### config.mk
export PLATFORM = sky130hd
export DESIGN_NAME = i2c_wrapper
export DESIGN_NICKNAME = d
export VERILOG_FILES = /design/src/rtl/i2c_pkg.sv /design/src/rtl/i2c_master.sv /design/src/rtl/i2c_slave_core.sv /design/src/rtl/i2c_wrapper.sv
export SDC_FILE = /design/constraint.sdc
export NUM_CORES = 1
export LEC_CHECK = 0
export CELL_PAD_IN_SITES_DETAIL_PLACEMENT = 1
export CELL_PAD_IN_SITES_GLOBAL_PLACEMENT = 1
export CORE_MARGIN = 5
export CORE_UTILIZATION = 56
export CTS_CLUSTER_SIZE = 30
export DETAILED_ROUTE_END_ITERATION = 10
export HOLD_SLACK_MARGIN = 0.02
export PLACE_DENSITY = 0.81
export SKIP_LAST_GASP = 1
export SLEW_MARGIN = 20
export SYNTH_ARGS = -nofsm -noshare
export SYNTH_HDL_FRONTEND = slang
export SYNTH_SLANG_ARGS = --single-unit
export TNS_END_PERCENT = 100
### constraint.sdc
create_clock -name clk -period 5.9 [get_ports clk]
set_input_delay 1.77 -clock clk [delete_from_list [all_inputs] [get_ports clk]]
set_output_delay 1.77 -clock clk [all_outputs]
set_load 0.01 [all_outputs]
### src/rtl/i2c_pkg.sv
// Shared types and constants for the I2C subsystem: master and slave state
// encodings, slave addresses, and bus timing.
package i2c_pkg;

  localparam logic [6:0]  FIFO_ADDR   = 7'h19;
  localparam logic [6:0]  REG_ADDR    = 7'h2A;
  localparam logic [6:0]  RF_ADDR     = 7'h4C;
  localparam int unsigned FIFO_DEPTH  = 8;
  localparam int unsigned BIT_CYCLES  = 2;
  localparam int unsigned BYTE_W      = 8;
  localparam int unsigned BYTE_CYCLES = BYTE_W * BIT_CYCLES;
  localparam int unsigned CYC_W       = $clog2(BYTE_CYCLES);

  typedef enum logic [3:0] {
    M_IDLE, M_START, M_ADDR, M_ACK1, M_LOAD,
    M_WDATA, M_ACK2, M_RDATA, M_NACK, M_STOP
  } mst_state_e;

  typedef enum logic [2:0] {
    S_IDLE, S_ADDR, S_ACK_A, S_RX, S_ACK_D, S_TX, S_WAIT
  } slv_state_e;

  typedef enum logic [1:0] {SK_FIFO, SK_REG, SK_RF} slv_kind_e;

  // Write request handed from the protocol engine to a slave's storage.
  typedef struct packed {
    logic              stb;
    logic [BYTE_W-1:0] data;
  } wr_req_t;

endpackage

### src/rtl/i2c_master.sv
// Single-byte I2C master: START, address, ACK, one data byte (write or read), STOP.
// SCL/SDA are decoded from the registered state; a 0 on sda_c pulls the bus low.
module i2c_master
  import i2c_pkg::*;
(
  input  logic              clk,
  input  logic              rst_n,
  input  logic              start,
  input  logic [BYTE_W-1:0] data_i,
  input  logic              sda_i,
  output logic              scl_c,
  output logic              sda_c,
  output logic [BYTE_W-1:0] rx_data
);

  mst_state_e        state_q, state_d;
  logic [CYC_W-1:0]  cyc_q, cyc_d, last_cyc;
  logic [BYTE_W-1:0] sh_q, sh_d, rdata_q, rdata_d;
  logic              rw_q, rw_d;
  logic              phase_hi, last;

  always_ff @(posedge clk or negedge rst_n) begin
    if (!rst_n) begin
      state_q <= M_IDLE;
      cyc_q   <= '0;
      sh_q    <= '0;
      rdata_q <= '0;
      rw_q    <= 1'b0;
    end else begin
      state_q <= state_d;
      cyc_q   <= cyc_d;
      sh_q    <= sh_d;
      rdata_q <= rdata_d;
      rw_q    <= rw_d;
    end
  end

  assign rx_data  = rdata_q;
  assign phase_hi = cyc_q[0];

  // Byte phases span eight bit periods; every other phase is one bit period.
  always_comb begin
    case (state_q)
      M_ADDR, M_WDATA, M_RDATA: last_cyc = CYC_W'(BYTE_CYCLES - 1);
      default:                  last_cyc = CYC_W'(BIT_CYCLES - 1);
    endcase
  end

  assign last = (cyc_q == last_cyc);

  always_comb begin
    state_d = state_q;
    cyc_d   = cyc_q + CYC_W'(1);
    sh_d    = sh_q;
    rdata_d = rdata_q;
    rw_d    = rw_q;
    scl_c   = 1'b1;
    sda_c   = 1'b1;

    case (state_q)
      M_IDLE: begin
        if (start) begin
          sh_d    = data_i;
          rw_d    = data_i[0];
          state_d = M_START;
        end
      end
      M_START: begin
        scl_c = ~cyc_q[0];
        sda_c = 1'b0;
        if (last) state_d = M_ADDR;
      end
      M_ADDR: begin
        scl_c = phase_hi;
        sda_c = sh_q[BYTE_W-1];
        if (phase_hi) sh_d = {sh_q[BYTE_W-2:0], 1'b0};
        if (last) state_d = M_ACK1;
      end
      M_ACK1: begin
        scl_c = phase_hi;
        if (last) begin
          if (sda_i)     state_d = M_STOP;
          else if (rw_q) state_d = M_RDATA;
          else           state_d = M_LOAD;
        end
      end
      M_LOAD: begin
        // SCL held low while the host byte is taken on the final LOAD edge.
        scl_c = 1'b0;
        if (last) begin
          sh_d    = data_i;
          state_d = M_WDATA;
        end
      end
      M_WDATA: begin
        scl_c = phase_hi;
        sda_c = sh_q[BYTE_W-1];
        if (phase_hi) sh_d = {sh_q[BYTE_W-2:0], 1'b0};
        if (last) state_d = M_ACK2;
      end
      M_ACK2: begin
        scl_c = phase_hi;
        if (last) state_d = M_STOP;
      end
      M_RDATA: begin
        scl_c = phase_hi;
        if (phase_hi) sh_d = {sh_q[BYTE_W-2:0], sda_i};
        if (last) begin
          rdata_d = {sh_q[BYTE_W-2:0], sda_i};
          state_d = M_NACK;
        end
      end
      M_NACK: begin
        scl_c = phase_hi;
        if (last) state_d = M_STOP;
      end
      M_STOP: begin
        scl_c = cyc_q[0];
        sda_c = 1'b0;
        if (last) state_d = M_IDLE;
      end
      default: state_d = M_IDLE;
    endcase

    if (state_d != state_q || state_q == M_IDLE) cyc_d = '0;
  end

endmodule

### src/rtl/i2c_slave_core.sv
// I2C slave protocol engine (START/STOP detect, address match, byte shifters, ACK)
// with the storage selected by KIND: FIFO, single register, or 4-entry register file.
module i2c_slave_core
  import i2c_pkg::*;
#(
  parameter logic [6:0] ADDR = 7'h00,
  parameter slv_kind_e  KIND = SK_REG
) (
  input  logic clk,
  input  logic rst_n,
  input  logic scl_i,
  input  logic sda_i,
  output logic sda_c
);

  slv_state_e        state_q, state_d;
  logic [2:0]        bcnt_q, bcnt_d;
  logic [BYTE_W-1:0] sh_q, sh_d;
  logic              rw_q, rw_d;
  logic              scl_prev_q, sda_prev_q;
  wr_req_t           wr_q, wr_d;
  logic              rd_stb_q, rd_stb_d;
  logic              start_cond, stop_cond, rise;
  logic [BYTE_W-1:0] rd_byte;
  logic              wr_ok;

  always_ff @(posedge clk or negedge rst_n) begin
    if (!rst_n) begin
      state_q    <= S_IDLE;
      bcnt_q     <= '0;
      sh_q       <= '0;
      rw_q       <= 1'b0;
      scl_prev_q <= 1'b1;
      sda_prev_q <= 1'b1;
      wr_q       <= '0;
      rd_stb_q   <= 1'b0;
    end else begin
      state_q    <= state_d;
      bcnt_q     <= bcnt_d;
      sh_q       <= sh_d;
      rw_q       <= rw_d;
      scl_prev_q <= scl_i;
      sda_prev_q <= sda_i;
      wr_q       <= wr_d;
      rd_stb_q   <= rd_stb_d;
    end
  end

  assign start_cond = scl_prev_q & scl_i & sda_prev_q & ~sda_i;
  assign stop_cond  = scl_prev_q & scl_i & ~sda_prev_q & sda_i;
  assign rise       = scl_i & ~scl_prev_q;

  always_comb begin
    state_d  = state_q;
    bcnt_d   = bcnt_q;
    sh_d     = sh_q;
    rw_d     = rw_q;
    wr_d     = '{stb: 1'b0, data: wr_q.data};
    rd_stb_d = 1'b0;
    sda_c    = 1'b1;

    case (state_q)
      S_ADDR: begin
        if (rise) begin
          sh_d   = {sh_q[BYTE_W-2:0], sda_i};
          bcnt_d = bcnt_q + 3'd1;
          if (bcnt_q == 3'd7) begin
            rw_d    = sda_i;
            state_d = (sh_q[6:0] == ADDR) ? S_ACK_A : S_WAIT;
          end
        end
      end
      S_ACK_A: begin
        sda_c = 1'b0;
        if (rise) begin
          bcnt_d = '0;
          if (rw_q) begin
            sh_d     = rd_byte;
            rd_stb_d = 1'b1;
            state_d  = S_TX;
          end else begin
            state_d = S_RX;
          end
        end
      end
      S_RX: begin
        if (rise) begin
          sh_d   = {sh_q[BYTE_W-2:0], sda_i};
          bcnt_d = bcnt_q + 3'd1;
          if (bcnt_q == 3'd7) begin
            // A refused byte is dropped and left un-ACKed.
            if (wr_ok) begin
              wr_d    = '{stb: 1'b1, data: {sh_q[BYTE_W-2:0], sda_i}};
              state_d = S_ACK_D;
            end else begin
              state_d = S_WAIT;
            end
          end
        end
      end
      S_ACK_D: begin
        sda_c = 1'b0;
        if (rise) state_d = S_WAIT;
      end
      S_TX: begin
        sda_c = sh_q[BYTE_W-1];
        if (rise) begin
          sh_d   = {sh_q[BYTE_W-2:0], 1'b1};
          bcnt_d = bcnt_q + 3'd1;
          if (bcnt_q == 3'd7) state_d = S_WAIT;
        end
      end
      default: ;
    endcase

    if (stop_cond) state_d = S_IDLE;
    if (start_cond) begin
      state_d = S_ADDR;
      bcnt_d  = '0;
    end
  end

  if (KIND == SK_FIFO) begin : g_fifo
    localparam int unsigned PTR_W = $clog2(FIFO_DEPTH);
    localparam int unsigned CNT_W = PTR_W + 1;

    logic [BYTE_W-1:0] mem_q [FIFO_DEPTH];
    logic [BYTE_W-1:0] mem_d [FIFO_DEPTH];
    logic [PTR_W-1:0]  wptr_q, wptr_d, rptr_q, rptr_d;
    logic [CNT_W-1:0]  cnt_q, cnt_d;
    logic              push, pop, empty, full;

    assign empty   = (cnt_q == '0);
    assign full    = (cnt_q == CNT_W'(FIFO_DEPTH));
    assign wr_ok   = ~full;
    assign rd_byte = empty ? 8'hFF : mem_q[rptr_q];
    assign push    = wr_q.stb & ~full;
    assign pop     = rd_stb_q & ~empty;

    always_ff @(posedge clk or negedge rst_n) begin
      if (!rst_n) begin
        for (int i = 0; i < int'(FIFO_DEPTH); i++) mem_q[i] <= '0;
        wptr_q <= '0;
        rptr_q <= '0;
        cnt_q  <= '0;
      end else begin
        mem_q  <= mem_d;
        wptr_q <= wptr_d;
        rptr_q <= rptr_d;
        cnt_q  <= cnt_d;
      end
    end

    always_comb begin
      mem_d  = mem_q;
      wptr_d = wptr_q;
      rptr_d = rptr_q;
      cnt_d  = cnt_q;
      if (push) begin
        mem_d[wptr_q] = wr_q.data;
        wptr_d        = wptr_q + PTR_W'(1);
      end
      if (pop) rptr_d = rptr_q + PTR_W'(1);
      if (push && !pop)      cnt_d = cnt_q + CNT_W'(1);
      else if (pop && !push) cnt_d = cnt_q - CNT_W'(1);
    end
  end else if (KIND == SK_REG) begin : g_reg
    logic [BYTE_W-1:0] reg_q, reg_d;
    logic              unused_rd;

    assign wr_ok     = 1'b1;
    assign rd_byte   = reg_q;
    assign unused_rd = rd_stb_q;
    assign reg_d     = wr_q.stb ? wr_q.data : reg_q;

    always_ff @(posedge clk or negedge rst_n) begin
      if (!rst_n) reg_q <= '0;
      else        reg_q <= reg_d;
    end
  end else begin : g_rf
    logic [BYTE_W-1:0] rf_q [4];
    logic [BYTE_W-1:0] rf_d [4];
    logic [1:0]        ptr_q, ptr_d;

    assign wr_ok   = 1'b1;
    assign rd_byte = rf_q[ptr_q];

    always_ff @(posedge clk or negedge rst_n) begin
      if (!rst_n) begin
        for (int i = 0; i < 4; i++) rf_q[i] <= '0;
        ptr_q <= '0;
      end else begin
        rf_q  <= rf_d;
        ptr_q <= ptr_d;
      end
    end

    // Every access, read or write, advances the entry pointer.
    always_comb begin
      rf_d  = rf_q;
      ptr_d = ptr_q;
      if (wr_q.stb) begin
        rf_d[ptr_q] = wr_q.data;
        ptr_d       = ptr_q + 2'd1;
      end else if (rd_stb_q) begin
        ptr_d = ptr_q + 2'd1;
      end
    end
  end

endmodule

### src/rtl/i2c_wrapper.sv
// I2C subsystem top: one master and three slaves joined by a wired-AND SCL/SDA bus.
module i2c_wrapper
  import i2c_pkg::*;
(
  input  logic        clk,
  input  logic        rst,
  input  logic        start,
  input  logic [7:0]  Data,
  output logic [7:0]  received_data
);

  logic scl, sda;
  logic m_scl_c, m_sda_c, fifo_sda_c, reg_sda_c, rf_sda_c;

  // Open-drain bus: any agent driving 0 wins.
  assign scl = m_scl_c;
  assign sda = m_sda_c & fifo_sda_c & reg_sda_c & rf_sda_c;

  i2c_master u_master (
    .clk     (clk),
    .rst_n   (rst),
    .start   (start),
    .data_i  (Data),
    .sda_i   (sda),
    .scl_c   (m_scl_c),
    .sda_c   (m_sda_c),
    .rx_data (received_data)
  );

  i2c_slave_core #(.ADDR(FIFO_ADDR), .KIND(SK_FIFO)) u_fifo (
    .clk   (clk),
    .rst_n (rst),
    .scl_i (scl),
    .sda_i (sda),
    .sda_c (fifo_sda_c)
  );

  i2c_slave_core #(.ADDR(REG_ADDR), .KIND(SK_REG)) u_reg (
    .clk   (clk),
    .rst_n (rst),
    .scl_i (scl),
    .sda_i (sda),
    .sda_c (reg_sda_c)
  );

  i2c_slave_core #(.ADDR(RF_ADDR), .KIND(SK_RF)) u_rf (
    .clk   (clk),
    .rst_n (rst),
    .scl_i (scl),
    .sda_i (sda),
    .sda_c (rf_sda_c)
  );

endmodule

# ---- After elaboration in Yosys (flattened, before gate mapping)
# Cells that the tools add are included.
dict set report classes {
  n_eq_ne 79
  reduce_logical 53
  n_addsub 9
  bitwise_logic 20
  n_lt_le_gt_ge 5
  n_mux 120
}
# cell n
set op_table {}
lappend op_table {{two-way mux 8 bit} 23}
lappend op_table {{two-way mux 3 bit} 41}
lappend op_table {{two-way mux 9 bit} 10}
lappend op_table {{one-hot mux 8 bit (3 select lines)} 3}
lappend op_table {{bitwise mux 64 bit} 1}
lappend op_table {{two-way mux 4 bit} 14}
lappend op_table {{one-hot mux 3 bit (5 select lines)} 3}
lappend op_table {{!= test 4 bit (second input constant)} 10}
lappend op_table {{one-hot mux 4 bit (9 select lines)} 1}
lappend op_table {{bitwise mux 32 bit} 1}
lappend op_table {{!= test 4 x 1 -> 1 bit (second input constant)} 8}
lappend op_table {{one-hot mux 8 bit (4 select lines)} 1}
lappend op_table {{== test 3 bit (second input constant)} 9}
lappend op_table {{AND reduction 9 bit} 3}
lappend op_table {{binary-select mux 8 bit (select 3 bit)} 1}
lappend op_table {{demux 8 bit (select 3 bit)} 1}
lappend op_table {{!= test 4 x 3 -> 1 bit (second input constant)} 6}
lappend op_table {{AND reduction 3 bit} 8}
lappend op_table {{!= test 2 x 1 -> 1 bit (second input constant)} 11}
lappend op_table {{nonzero test 7 bit} 3}
lappend op_table {{AND reduction 5 bit} 4}
lappend op_table {{== test 3 x 2 -> 1 bit (second input constant)} 6}
lappend op_table {{one-hot mux 3 bit (2 select lines)} 3}
lappend op_table {{nonzero test 3 bit} 6}
lappend op_table {{42 further kinds} 109}
dict set report word_totals {
  output_inout_bits 8
  register_bits 217
  input_bits 11
  elab_cells 330
}

# ---- Longest topological paths before layout
# Gate-level depths: netlist of the first run.
dict set report depth {
  ltp_word 12
  depth_mapped 12
  ltp_nobuf 11
}

# ---- By module
# Synthesis of the first run repeated with hierarchy kept, for this count alone.
dict set report hier_totals {
  hier_cells 838
  hier_area_um2 10677.7
}
# mod area_each_um2 cells_each seq_area_each_um2 n_inst
set by_module_without_submodules {}
lappend by_module_without_submodules {{i2c_slave_core at u_fifo} 4703.3 339 2529.9 1}
lappend by_module_without_submodules {{i2c_slave_core at u_rf} 2840.2 216 1529.0 1}
lappend by_module_without_submodules {{i2c_slave_core at u_reg} 1597.8 133 853.3 1}
lappend by_module_without_submodules {i2c_master 1527.7 149 625.6 1}
lappend by_module_without_submodules {i2c_wrapper 8.8 1 0.0 1}

# ---- Least setup slack after synthesis of the first run
# OpenSTA, ideal clock, no wires.
dict set report synth_path {
  kind {input to register}
  start {in start}
  end {reg u_master.sh_q[5]}
  setup_ns 0.136
  n_path_buf 1
  stages 5
  t_arrival_ns 2.544
  slack_ns 3.220
  t_required_ns 5.764
  cell_sequence {nand2b_1 > a21oi_1 > o21ai_1 > clkbuf_1 > o21ai_0}
}
dict set report synth_via {
  elab_chain_cells 2
}
# element line_no
set synth_lines {}
lappend synth_lines {{start: declaration} i2c_wrapper.sv:7} ;# input logic start,
lappend synth_lines {{!= test 2 bit (no line)} n/a}
lappend synth_lines {{AND reduction 5 bit (no line)} n/a}
lappend synth_lines {{end signal: assignment} i2c_master.sv:26} ;# sh_q <= '0;
lappend synth_lines {{end signal: assignment} i2c_master.sv:32} ;# sh_q <= sh_d;
lappend synth_lines {{end: declaration} i2c_master.sv:18} ;# logic [BYTE_W-1:0] sh_q, sh_d, rdata_q, rdata_d;
# No other way between the ends.
# A chain may end at the register's enable or synchronous reset.

# ---- Worst setup path after layout of the first run
dict set report layout_path {
  start {reg u_master.rdata_q[7], in the netlist u_master.rx_data[7]}
  end {out received_data[7]}
}
# element line_no
set layout_rtl {}
lappend layout_rtl {{start: declaration} i2c_master.sv:18}
lappend layout_rtl {{start signal: assignment} i2c_master.sv:33} ;# rdata_q <= rdata_d;
lappend layout_rtl {{end: declaration} i2c_wrapper.sv:9} ;# output logic [7:0] received_data
# No word-level cell between the ends.

==> impl_metrics.env, run 1 <==
export IMPL_status="finished clean"
export IMPL_layout_area_seq_um2=5430
export IMPL_arrival_ps=1420
export IMPL_rsz0062_at_grt="no"
export IMPL_drc=0
export IMPL_drtAntennaViolNets=0
export IMPL_syn_area_um2=10400
export IMPL_cts_root_buffer="clkbuf_16"
export IMPL_pwr_share_seq=0.408
export IMPL_required_ps=4130
export IMPL_fin_tns_setup_ps=0
export IMPL_die_h_um=146
export IMPL_ys_ff_latch=217
export IMPL_worstSetupStartpointType="register"
export IMPL_area_delta_synth_final_pct=11.2
export IMPL_reg2reg_depth=5
export IMPL_ys_top_cells_by_area="dfrtp_1 52%, mux2_2 16%, mux4_2 5.2%"
export IMPL_synthArstFlopShare=1.00
export IMPL_yosysSeqAreaShare=0.522
export IMPL_timing_slew_headroom=0.309
export IMPL_yosysUniqueCellTypes=72
export IMPL_drt_first_iter_violations=393
export IMPL_place_congestion=0.866
export IMPL_n_fill_cell=1755
export IMPL_r2r_end="u_reg.wr_q[2]"
export IMPL_multi_input_comb_area_um2=4700
export IMPL_antenna_found_initial=0
export IMPL_hold_depth=1
export IMPL_period_needed_ps=3190
export IMPL_ctsResizeCount=0
export IMPL_track_usage=0.239
export IMPL_fin_crit_sh=0.541
export IMPL_max_stage_delay_ps=540
export IMPL_dominantRegCellSynth="dfrtp_1"
export IMPL_initial_core_util=0.573
export IMPL_p_int_mw=3.13
export IMPL_htree_levels=1
export IMPL_grt_overflow=0
export IMPL_wl_per_cell_um=23.2
export IMPL_power_mw=4.83
export IMPL_syn_nets=856
export IMPL_crit_fanout=2
export IMPL_io_pins=19
export IMPL_num_antenna_cells=0
export IMPL_switching_share=0.353
export IMPL_detailroute_via_count=6854
export IMPL_avgViaCountPerCell=6.34
export IMPL_ys_warn_count=0
export IMPL_path_cells="clkdlybuf4s50_1"
export IMPL_crit_type="register to primary output"
export IMPL_cap_viol_max_count=0
export IMPL_power_frac_clock=0.324
export IMPL_combPwrFrac=0.268
export IMPL_drive_above_1_share=0.277
export IMPL_clock_skew_ps=12.7
export IMPL_synth_avg_cell_area_um2=12.6
export IMPL_rrSetupSlack_ps=2840
export IMPL_core_um2=18100
export IMPL_finalSetupViolCount=0
export IMPL_cp_slowest_cell="clkdlybuf4s50_1"
export IMPL_netlist_instances=828
export IMPL_p_leak_nw=5.39
export IMPL_post_cts_buffers=0
export IMPL_grt_pass1_wl_um=41700
export IMPL_die_w_um=146
export IMPL_post_dp_hpwl_um=16000
export IMPL_clk_latency_ps=510
export IMPL_hp_class="register to register"
export IMPL_startpoint="u_master.rx_data[7]"
export IMPL_ir_drop_uv=240
export IMPL_grt_max_degree=102
export IMPL_yosysTopAreaCell="dfrtp_1"
export IMPL_synth_top_area_frac=0.517
export IMPL_clock_path_buffers=3
export IMPL_final_hold_viol_count=0
export IMPL_path_delay_family="buffers and inverters"
export IMPL_cp_end_kind="primary output"
export IMPL_die_area_um2=21400
export IMPL_power_switching_mw=1.70
export IMPL_wirelength_um=25100
export IMPL_placementRows=49
export IMPL_tightest_slew_ps=1030
export IMPL_tritoncts="yes"
export IMPL_fmax_mhz=313
export IMPL_reg2reg_from="u_master.state_q[2]"
export IMPL_synth_edff_count=0
export IMPL_port_buffers=18
export IMPL_p_per_area_nw_per_um2=417
export IMPL_drt_pass1_iterations=4
export IMPL_cts_buffers=24
export IMPL_hold_buffers=0
export IMPL_hold_path_startpoint="u_rf.g_rf.rf_q[14]"
export IMPL_clkSinkCount=217
export IMPL_layout_nets=862
export IMPL_grt_pass1_vias=7647
export IMPL_worst_path_buf_inv=1
export IMPL_clk_pin_slew_ps=60
export IMPL_drv_slew=0
export IMPL_holdPathEnd="u_rf.g_rf.rf_q[14]"
## worst max path at each step
stage	to	slack [ps]	depth (start not counted)
after global placement	u_master.sh_q[6]	2470	5
final	received_data[7]	2710	1
after floorplan	u_master.sh_q[5]	3220	5
after CTS	received_data[7]	2680	1
after global routing	u_reg.wr_q[2]	2620	5
after detailed placement	u_master.sh_q[5]	2360	5
## flip-flops by register name, summed over array words and instances, names as in the netlist, 9 cells and up
signal / count
u_fifo.g_fifo.mem_q: 64
u_rf.g_rf.rf_q: 32
u_fifo.wr_q: 9
u_reg.wr_q: 9
u_rf.wr_q: 9
## logic make-up (layout without fill, tap and decap cells)
logic type	after synthesis	in the layout	share of synthesized area
AND/OR/NAND/NOR	190	190	0.100
flip-flops	217	217	0.522
AO/OA/AOI/OAI	127	127	0.0781
buffers and inverters	61	85	0.0256
XOR/XNOR	12	12	0.0101
adder cells (fa/ha/maj)	17	17	0.0212
multiplexers	204	204	0.243
## layout make-up
class / count / share of cell area
Timing Repair Buffer: 25 / 0.0204
Clock buffer: 37 / 0.0658
Inverter: 16 / 0.00530
Sequential cell: 217 / 0.470
Multi-Input combinational cell: 550 / 0.407
Tap cell: 229 / 0.0248
Clock inverter: 7 / 0.00757
## Yosys cell counts, types with 4 or more instances
library cell and n:
nor4_1 4, nor2_1 36, nand2_1 59, inv_1 13, o21ai_0 39, nand2b_1 6, clkbuf_1 25, a21o_1 5
nor3_1 8, nand3_1 17, nor2b_1 8, a211oi_1 9, mux4_2 24, nand3b_1 5, o211ai_1 4, a21oi_1 29
nor3b_1 6, dfrtp_1 215, buf_2 17, a211o_1 6, a31oi_1 6, xnor2_1 10, mux2i_1 36, mux2_2 144
ha_1 16, and3_1 5, nand4_1 8
## per-layer routing
metal	vias up	track usage	wire [um]
met3	44	0.0341	830
li1	3057	-	-
met1	3619	0.304	10300
met2	134	0.427	13500
met4	0	0.0696	514
met5	-	0	0
## power by group through the flow
stage          Clock [mW]  Combinational [mW]  Sequential, mW
2_1_floorplan           0                1.08            1.81
3_3_place_gp            0                1.18            1.96
3_5_place_dp            0                1.27            1.98
4_1_cts              1.59                1.30            1.97
5_1_grt              1.66                1.43            2.01
6_report             1.56                1.29            1.97
## cell usage in the layout (no fill, tap or decap), types with 7 or more instances in the layout
cell type	count
nand2_1	59
nand4_1	8
nor2_1	36
clkbuf_8	10
mux2i_1	36
nor3_1	8
dfrtp_1	215
mux2_2	144
inv_1	13
nand3_1	17
a211oi_1	9
xnor2_1	10
buf_4	7
o21ai_0	39
clkdlybuf4s50_1	17
nor2b_1	8
a21oi_1	29
clkbuf_16	25
ha_1	16
mux4_2	24
## stage by stage
| stage | setup slack (ps) | utilization | instance area, um2 | std cells | hold slack [ps] |
|---|---|---|---|---|---|
| finish | 2710 | 0.637 | 11600 | 1081 | 501 |
| global route | 2620 | 0.637 | 11600 | 1081 | 513 |
| CTS | 2680 | 0.637 | 11600 | 1081 | 503 |
| detailed placement | 2360 | 0.591 | 10700 | 1037 | 489 |
| global placement | 2470 | 0.591 | 10700 | 1037 | 464 |
| floorplan | 3220 | - | 10400 | 828 | 447 |
No activity file was read; power rests on OpenSTA's default activity.
==> run 2, diff against run 1 <==
CORE_UTILIZATION = 52   (was 56)
PLACE_DENSITY = 0.76   (was 0.81)
clock period = 3.16 ns   (was 5.9 ns; I/O delays follow)
==> run 2 against run 1 <==
Sequential cell count did not move. Final cell count rose by 4.5%. Sequential share of layout area fell by 0.67 points. Combinational power rose by 100%. Non-clock buffer count rose by 16. Via count fell by 0.29%. Count of clock-buffer cells in the layout fell by 1. Global-route usage fell by 1.4 points. Utilization fell by 3.8 points. Worst hold slack got worse by 100 ps. Largest power group unchanged. Highest routed layer unchanged.
==> impl_metrics.env, run 2 (synthesis gave the netlist of run 1 again) <==
export IMPL_status="finished clean"
export IMPL_mostFrequentLayoutCells="215 x dfrtp_1, 144 x mux2_2, 59 x nand2_1"
export IMPL_max_stage_delay_ps=750
export IMPL_hold_buffers=0
export IMPL_tightest_slew_ps=987
export IMPL_p_per_area_nw_per_um2=774
export IMPL_r2r_end="u_master.state_q[3]"
export IMPL_clkSinkCount=217
export IMPL_initial_core_util=0.531
export IMPL_port_buffers=18
export IMPL_largest_reg_flops=64
export IMPL_period_needed_ps=3030
export IMPL_place_congestion=0.816
export IMPL_clock_skew_ps=15.8
export IMPL_core_um2=19600
export IMPL_finalSetupViolCount=0
export IMPL_timing_slew_headroom=0.332
export IMPL_drtAntennaViolNets=0
export IMPL_ctsResizeCount=0
export IMPL_grt_max_degree=68
export IMPL_worstSetupStartpointType="register"
export IMPL_crit_type="register to register"
export IMPL_rsz0062_at_grt="no"
export IMPL_reg_top3="u_fifo.g_fifo.mem_q x64, u_rf.g_rf.rf_q x32"
export IMPL_placementRows=51
export IMPL_reg2reg_from="u_rf.state_q[1]"
export IMPL_cts_buffers=24
export IMPL_fin_crit_sh=0.958
export IMPL_layout_commonest_cell="dfrtp_1"
export IMPL_worst_path_buf_inv=1
export IMPL_top_register="u_fifo.g_fifo.mem_q"
export IMPL_cp_slowest_cell="a2111oi_0"
export IMPL_clk_latency_ps=520
export IMPL_wirelength_um=24400
export IMPL_clk_pin_slew_ps=60
export IMPL_wl_per_cell_um=21.6
export IMPL_drv_slew=0
export IMPL_fmax_mhz=330
export IMPL_path_cells="nor3b_1, a2111oi_0, and3_1, buf_4, a2bb2oi_1, o31ai_1"
export IMPL_final_hold_viol_count=0
export IMPL_crit_fanout=14
export IMPL_clock_path_buffers=3
export IMPL_p_leak_nw=5.47
export IMPL_drive_above_1_share=0.284
export IMPL_drt_pass1_iterations=4
export IMPL_arrival_ps=3430
export IMPL_cap_viol_max_count=0
export IMPL_grt_pass1_vias=7576
export IMPL_cts_root_buffer="clkbuf_16"
export IMPL_avgViaCountPerCell=6.05
export IMPL_hp_class="primary input to async pin"
export IMPL_cp_end_kind="register"
export IMPL_post_cts_buffers=0
export IMPL_io_pins=19
export IMPL_power_mw=9.08
export IMPL_die_area_um2=22900
export IMPL_placedCellCount=1089
export IMPL_drt_first_iter_violations=349
export IMPL_fin_tns_setup_ps=0
export IMPL_num_antenna_cells=0
export IMPL_fin_ws_ps=133
export IMPL_track_usage=0.225
export IMPL_area_delta_synth_final_pct=12.8
export IMPL_drc=0
export IMPL_whs_ps=397
export IMPL_path_delay_family="compound AO/OA/AOI/OAI gates"
export IMPL_antenna_found_initial=0
export IMPL_detailroute_via_count=6834
export IMPL_required_ps=3560
export IMPL_tritoncts="yes"
export IMPL_ir_drop_uv=456
export IMPL_grt_overflow=0
export IMPL_die_h_um=151
export IMPL_htree_levels=1
export IMPL_die_w_um=151
export IMPL_layout_nets=878
export IMPL_final_cells=1130
export IMPL_n_fill_cell=1944
export IMPL_startpoint="u_rf.state_q[1]"
export IMPL_grt_pass1_wl_um=40900
export IMPL_rrSetupSlack_ps=130
export IMPL_post_dp_hpwl_um=15900
export IMPL_dp_slack_ps=294
export IMPL_reg2reg_depth=6
## run 2: changes by cell type in the layout (fill, tap and decap cells not counted)
| cell | change |
|---|---|
| clkinvlp_4 | -1 |
| and3_2 | -1 |
| buf_4 | +14 |
| clkbuf_8 | -3 |
| clkbuf_1 | +2 |
| and3_1 | +1 |
| clkinv_2 | -2 |
| buf_12 | +2 |
| bufinv_16 | +1 |
## run 2: through the flow
stage           util  area (um2)
2_1_floorplan      -       10400
3_3_place_gp   0.557       10900
3_5_place_dp   0.557       10900
4_1_cts        0.599       11700
5_1_grt        0.599       11700
6_report       0.599       11700
## run 2: metal layers
layer	global-route usage	up-vias	wire, um
met4	0.0535	0	544
met5	0	-	0
met3	0.0290	45	879
li1	-	3082	-
met1	0.289	3587	10300
met2	0.405	120	12700
## run 2: area by class of cell
class	count	area [um2]	share of cell area
tap	265	332	0.0283
clock buffer	36	727	0.0619
inverter	16	61.3	0.00522
timing repair buffer	41	382	0.0325
sequential	217	5430	0.463
clock inverter	5	100	0.00853
multi-input combinational	550	4700	0.401
## run 2: worst max path at each step
stage	endpoint	slack, ps	cells past startpoint
after floorplan	u_fifo.g_fifo.cnt_q[3]	630	12
after global placement	u_fifo.g_fifo.cnt_q[3]	580	11
after detailed placement	u_master.state_q[3]	290	6
after CTS	u_master.state_q[3]	230	6
after global routing	u_master.state_q[3]	20	6
final	u_master.state_q[3]	130	6
## run 2: report_power, final
group          total [mW]  switching [mW]  internal, mW
Combinational        2.58            1.61         0.971
Clock                2.92            1.10          1.82
Sequential           3.58           0.449          3.14
Total                9.08            3.16          5.93
==> run 3, diff against run 2 <==
ABC_CLOCK_PERIOD_IN_PS = 3160   (was default)
CAP_MARGIN = 25   (was default)
SYNTH_HIERARCHICAL = 1   (was default)
==> run 3 against run 2 <==
Non-clock buffer count shrank 2. Routed wire length is 0.80% lower. Clock skew increased by 4.3 ps. Final cell count increased by 2.0%. Worst setup slack better by 320 ps. Sequential power up 4%. Die area is 2.5% higher. Synthesized cell count is 1.2% higher. Largest cell class unchanged. Largest power group unchanged. Highest routed layer unchanged.
==> impl_metrics.env, run 3 <==
export IMPL_finalSetupViolCount=0
export IMPL_final_cells=1153
export IMPL_cts_root_buffer="clkbuf_16"
export IMPL_clk_latency_ps=520
export IMPL_reg2reg_from="u_fifo/g_fifo.cnt_q[0]"
export IMPL_reg_top3="u_fifo/g_fifo.mem_q x64, u_rf/g_rf.rf_q x32"
export IMPL_area_delta_synth_final_pct=12.1
export IMPL_synth_top_area_frac=0.504
export IMPL_period_needed_ps=2710
export IMPL_track_usage=0.212
export IMPL_rsz0062_at_grt="no"
export IMPL_tritoncts="yes"
export IMPL_power_mw=9.19
export IMPL_ctsResizeCount=0
export IMPL_status="finished clean"
export IMPL_drive_above_1_share=0.304
export IMPL_p_per_area_nw_per_um2=768
export IMPL_arrival_ps=3090
export IMPL_synth_avg_cell_area_um2=12.7
export IMPL_clock_skew_ps=20.0
export IMPL_top_register="u_fifo/g_fifo.mem_q"
export IMPL_grt_pass1_vias=7861
export IMPL_io_pins=19
export IMPL_final_hold_viol_count=0
export IMPL_grt_pass1_wl_um=41400
export IMPL_cts_buffers=25
export IMPL_core_um2=20200
export IMPL_highest_layer="met4"
export IMPL_clkSinkCount=221
export IMPL_hp_class="primary input to async pin"
export IMPL_fin_crit_sh=0.857
export IMPL_hold_buffers=0
export IMPL_dr_wl_met2_um=12300
export IMPL_placementRows=52
export IMPL_yosysUniqueCellTypes=82
export IMPL_layout_nets=892
export IMPL_dominantRegCellSynth="dfrtp_1"
export IMPL_antenna_found_initial=0
export IMPL_ys_ff_latch=221
export IMPL_rrSetupSlack_ps=450
export IMPL_ys_warn_count=6
export IMPL_drv_slew=0
export IMPL_die_area_um2=23500
export IMPL_whs_ps=397
export IMPL_syn_nets=866
export IMPL_synthArstFlopShare=1.00
export IMPL_avgViaCountPerCell=5.97
export IMPL_syn_area_um2=10700
export IMPL_die_h_um=153
export IMPL_layout_commonest_cell="dfrtp_1"
export IMPL_startpoint="u_fifo/g_fifo.cnt_q[0]"
export IMPL_wirelength_um=24200
export IMPL_clock_path_buffers=3
export IMPL_yosysSeqAreaShare=0.519
export IMPL_num_antenna_cells=0
export IMPL_wl_per_cell_um=21.0
export IMPL_drc=0
export IMPL_detailroute_via_count=6883
export IMPL_crit_fanout=6
export IMPL_clk_pin_slew_ps=60
export IMPL_place_congestion=0.831
export IMPL_cp_end_kind="register"
export IMPL_drt_first_iter_violations=342
export IMPL_crit_type="register to register"
export IMPL_placedCellCount=1107
export IMPL_synth_common_cells="215 x dfrtp_1, 148 x mux2_2, 58 x nor2_1"
export IMPL_post_cts_buffers=0
export IMPL_dr_wl_met3_um=700
export IMPL_tightest_slew_ps=919
export IMPL_die_w_um=153
export IMPL_fmax_mhz=369
export IMPL_mostFrequentLayoutCells="215 x dfrtp_1, 148 x mux2_2, 58 x nor2_1"
export IMPL_ir_drop_uv=406
export IMPL_wl_met1_um=10600
export IMPL_fin_tns_setup_ps=0
export IMPL_timing_slew_headroom=0.388
export IMPL_initial_core_util=0.528
export IMPL_grt_overflow=0
export IMPL_r2r_end="u_fifo/g_fifo.cnt_q[3]"
export IMPL_drt_pass1_iterations=4
export IMPL_netlist_instances=838
export IMPL_grt_max_degree=81
export IMPL_htree_levels=1
export IMPL_largest_reg_flops=64
export IMPL_yosysTopAreaCell="dfrtp_1"
export IMPL_cap_viol_max_count=0
export IMPL_post_dp_hpwl_um=16000
export IMPL_p_leak_nw=5.50
export IMPL_required_ps=3540
export IMPL_ys_top_cells_by_area="dfrtp_1 50%, mux2_2 16%, mux4_2 5.1%"
export IMPL_port_buffers=18
export IMPL_drtAntennaViolNets=0
export IMPL_worstSetupStartpointType="register"
export IMPL_yosysMostFrequentCell="dfrtp_1"
export IMPL_synth_edff_count=0
export IMPL_reg2reg_depth=8
-- run 3: changes by cell type in the layout (fill, tap and decap cells not counted), sizes merged, moves of 5 or more --
| cell | before | now |
|---|---|---|
| mux2 | 144 | 156 |
| a221oi | 1 | 11 |
| a211o | 6 | 0 |
| nor2 | 37 | 59 |
| mux2i | 36 | 24 |
| o21ai | 42 | 20 |
| inv | 14 | 20 |
| a31oi | 6 | 11 |
-- run 3: critical path: stages (launching register included) --
cell	delay [ps]
dfrtp_1	470
nor4b_2	490
nor2b_1	140
ha_1	260
inv_1	170
ha_1	260
a21o_1	210
a2111oi_0	440
o31ai_1	140
-- run 3: area by class of cell --
type / count / area, um2
fill: 1981 / 8270
sequential: 221 / 5540
multi-input combinational: 558 / 4860
clock buffer: 38 / 694
timing repair buffer: 39 / 368
tap: 270 / 338
clock inverter: 8 / 96.3
inverter: 19 / 71.3
-- run 3: kinds of logic (layout without fill, tap and decap cells) --
family | Yosys count | after routing | synth area share
mux | 204 | 204 | 0.240
xor+xnor | 11 | 11 | 0.00902
flops | 221 | 221 | 0.519
compound gates | 116 | 116 | 0.0763
buf+inv | 59 | 104 | 0.0261
simple gates | 210 | 210 | 0.109
fa+ha+maj | 17 | 17 | 0.0206
-- run 3: metrics by stage --
step | setup slack (ps) | util | cell area, um2
3_5_place_dp | 387 | 0.552 | 11200
2_1_floorplan | 220 | - | 10700
4_1_cts | 438 | 0.591 | 12000
6_report | 452 | 0.591 | 12000
3_3_place_gp | 442 | 0.552 | 11200
5_1_grt | 251 | 0.591 | 12000
-- run 3: metal layers --
layer  track usage  vias up
met1         0.279     3615
met5             0        -
met2         0.368       86
met4        0.0556        0
li1              -     3133
met3        0.0305       49
-- run 3: how the worst max path moves through the flow --
stage | to | slack [ps] | depth (start not counted)
4_1_cts | u_fifo/wr_q[0] | 440 | 8
5_1_grt | u_fifo/g_fifo.cnt_q[3] | 250 | 9
3_5_place_dp | u_master/sh_q[0] | 390 | 5
3_3_place_gp | u_master/sh_q[7] | 440 | 5
2_1_floorplan | u_fifo/wr_q[0] | 220 | 11
6_report | u_fifo/g_fifo.cnt_q[3] | 450 | 8
-- run 3: report_power, final --
| part | internal (mW) | leakage (nW) | switching [mW] |
|---|---|---|---|
| combinational | 1.13 | 2.17 | 1.55 |
| clock | 1.68 | 0.384 | 1.11 |
| sequential | 3.24 | 2.95 | 0.480 |
| total | 6.05 | 5.50 | 3.15 |
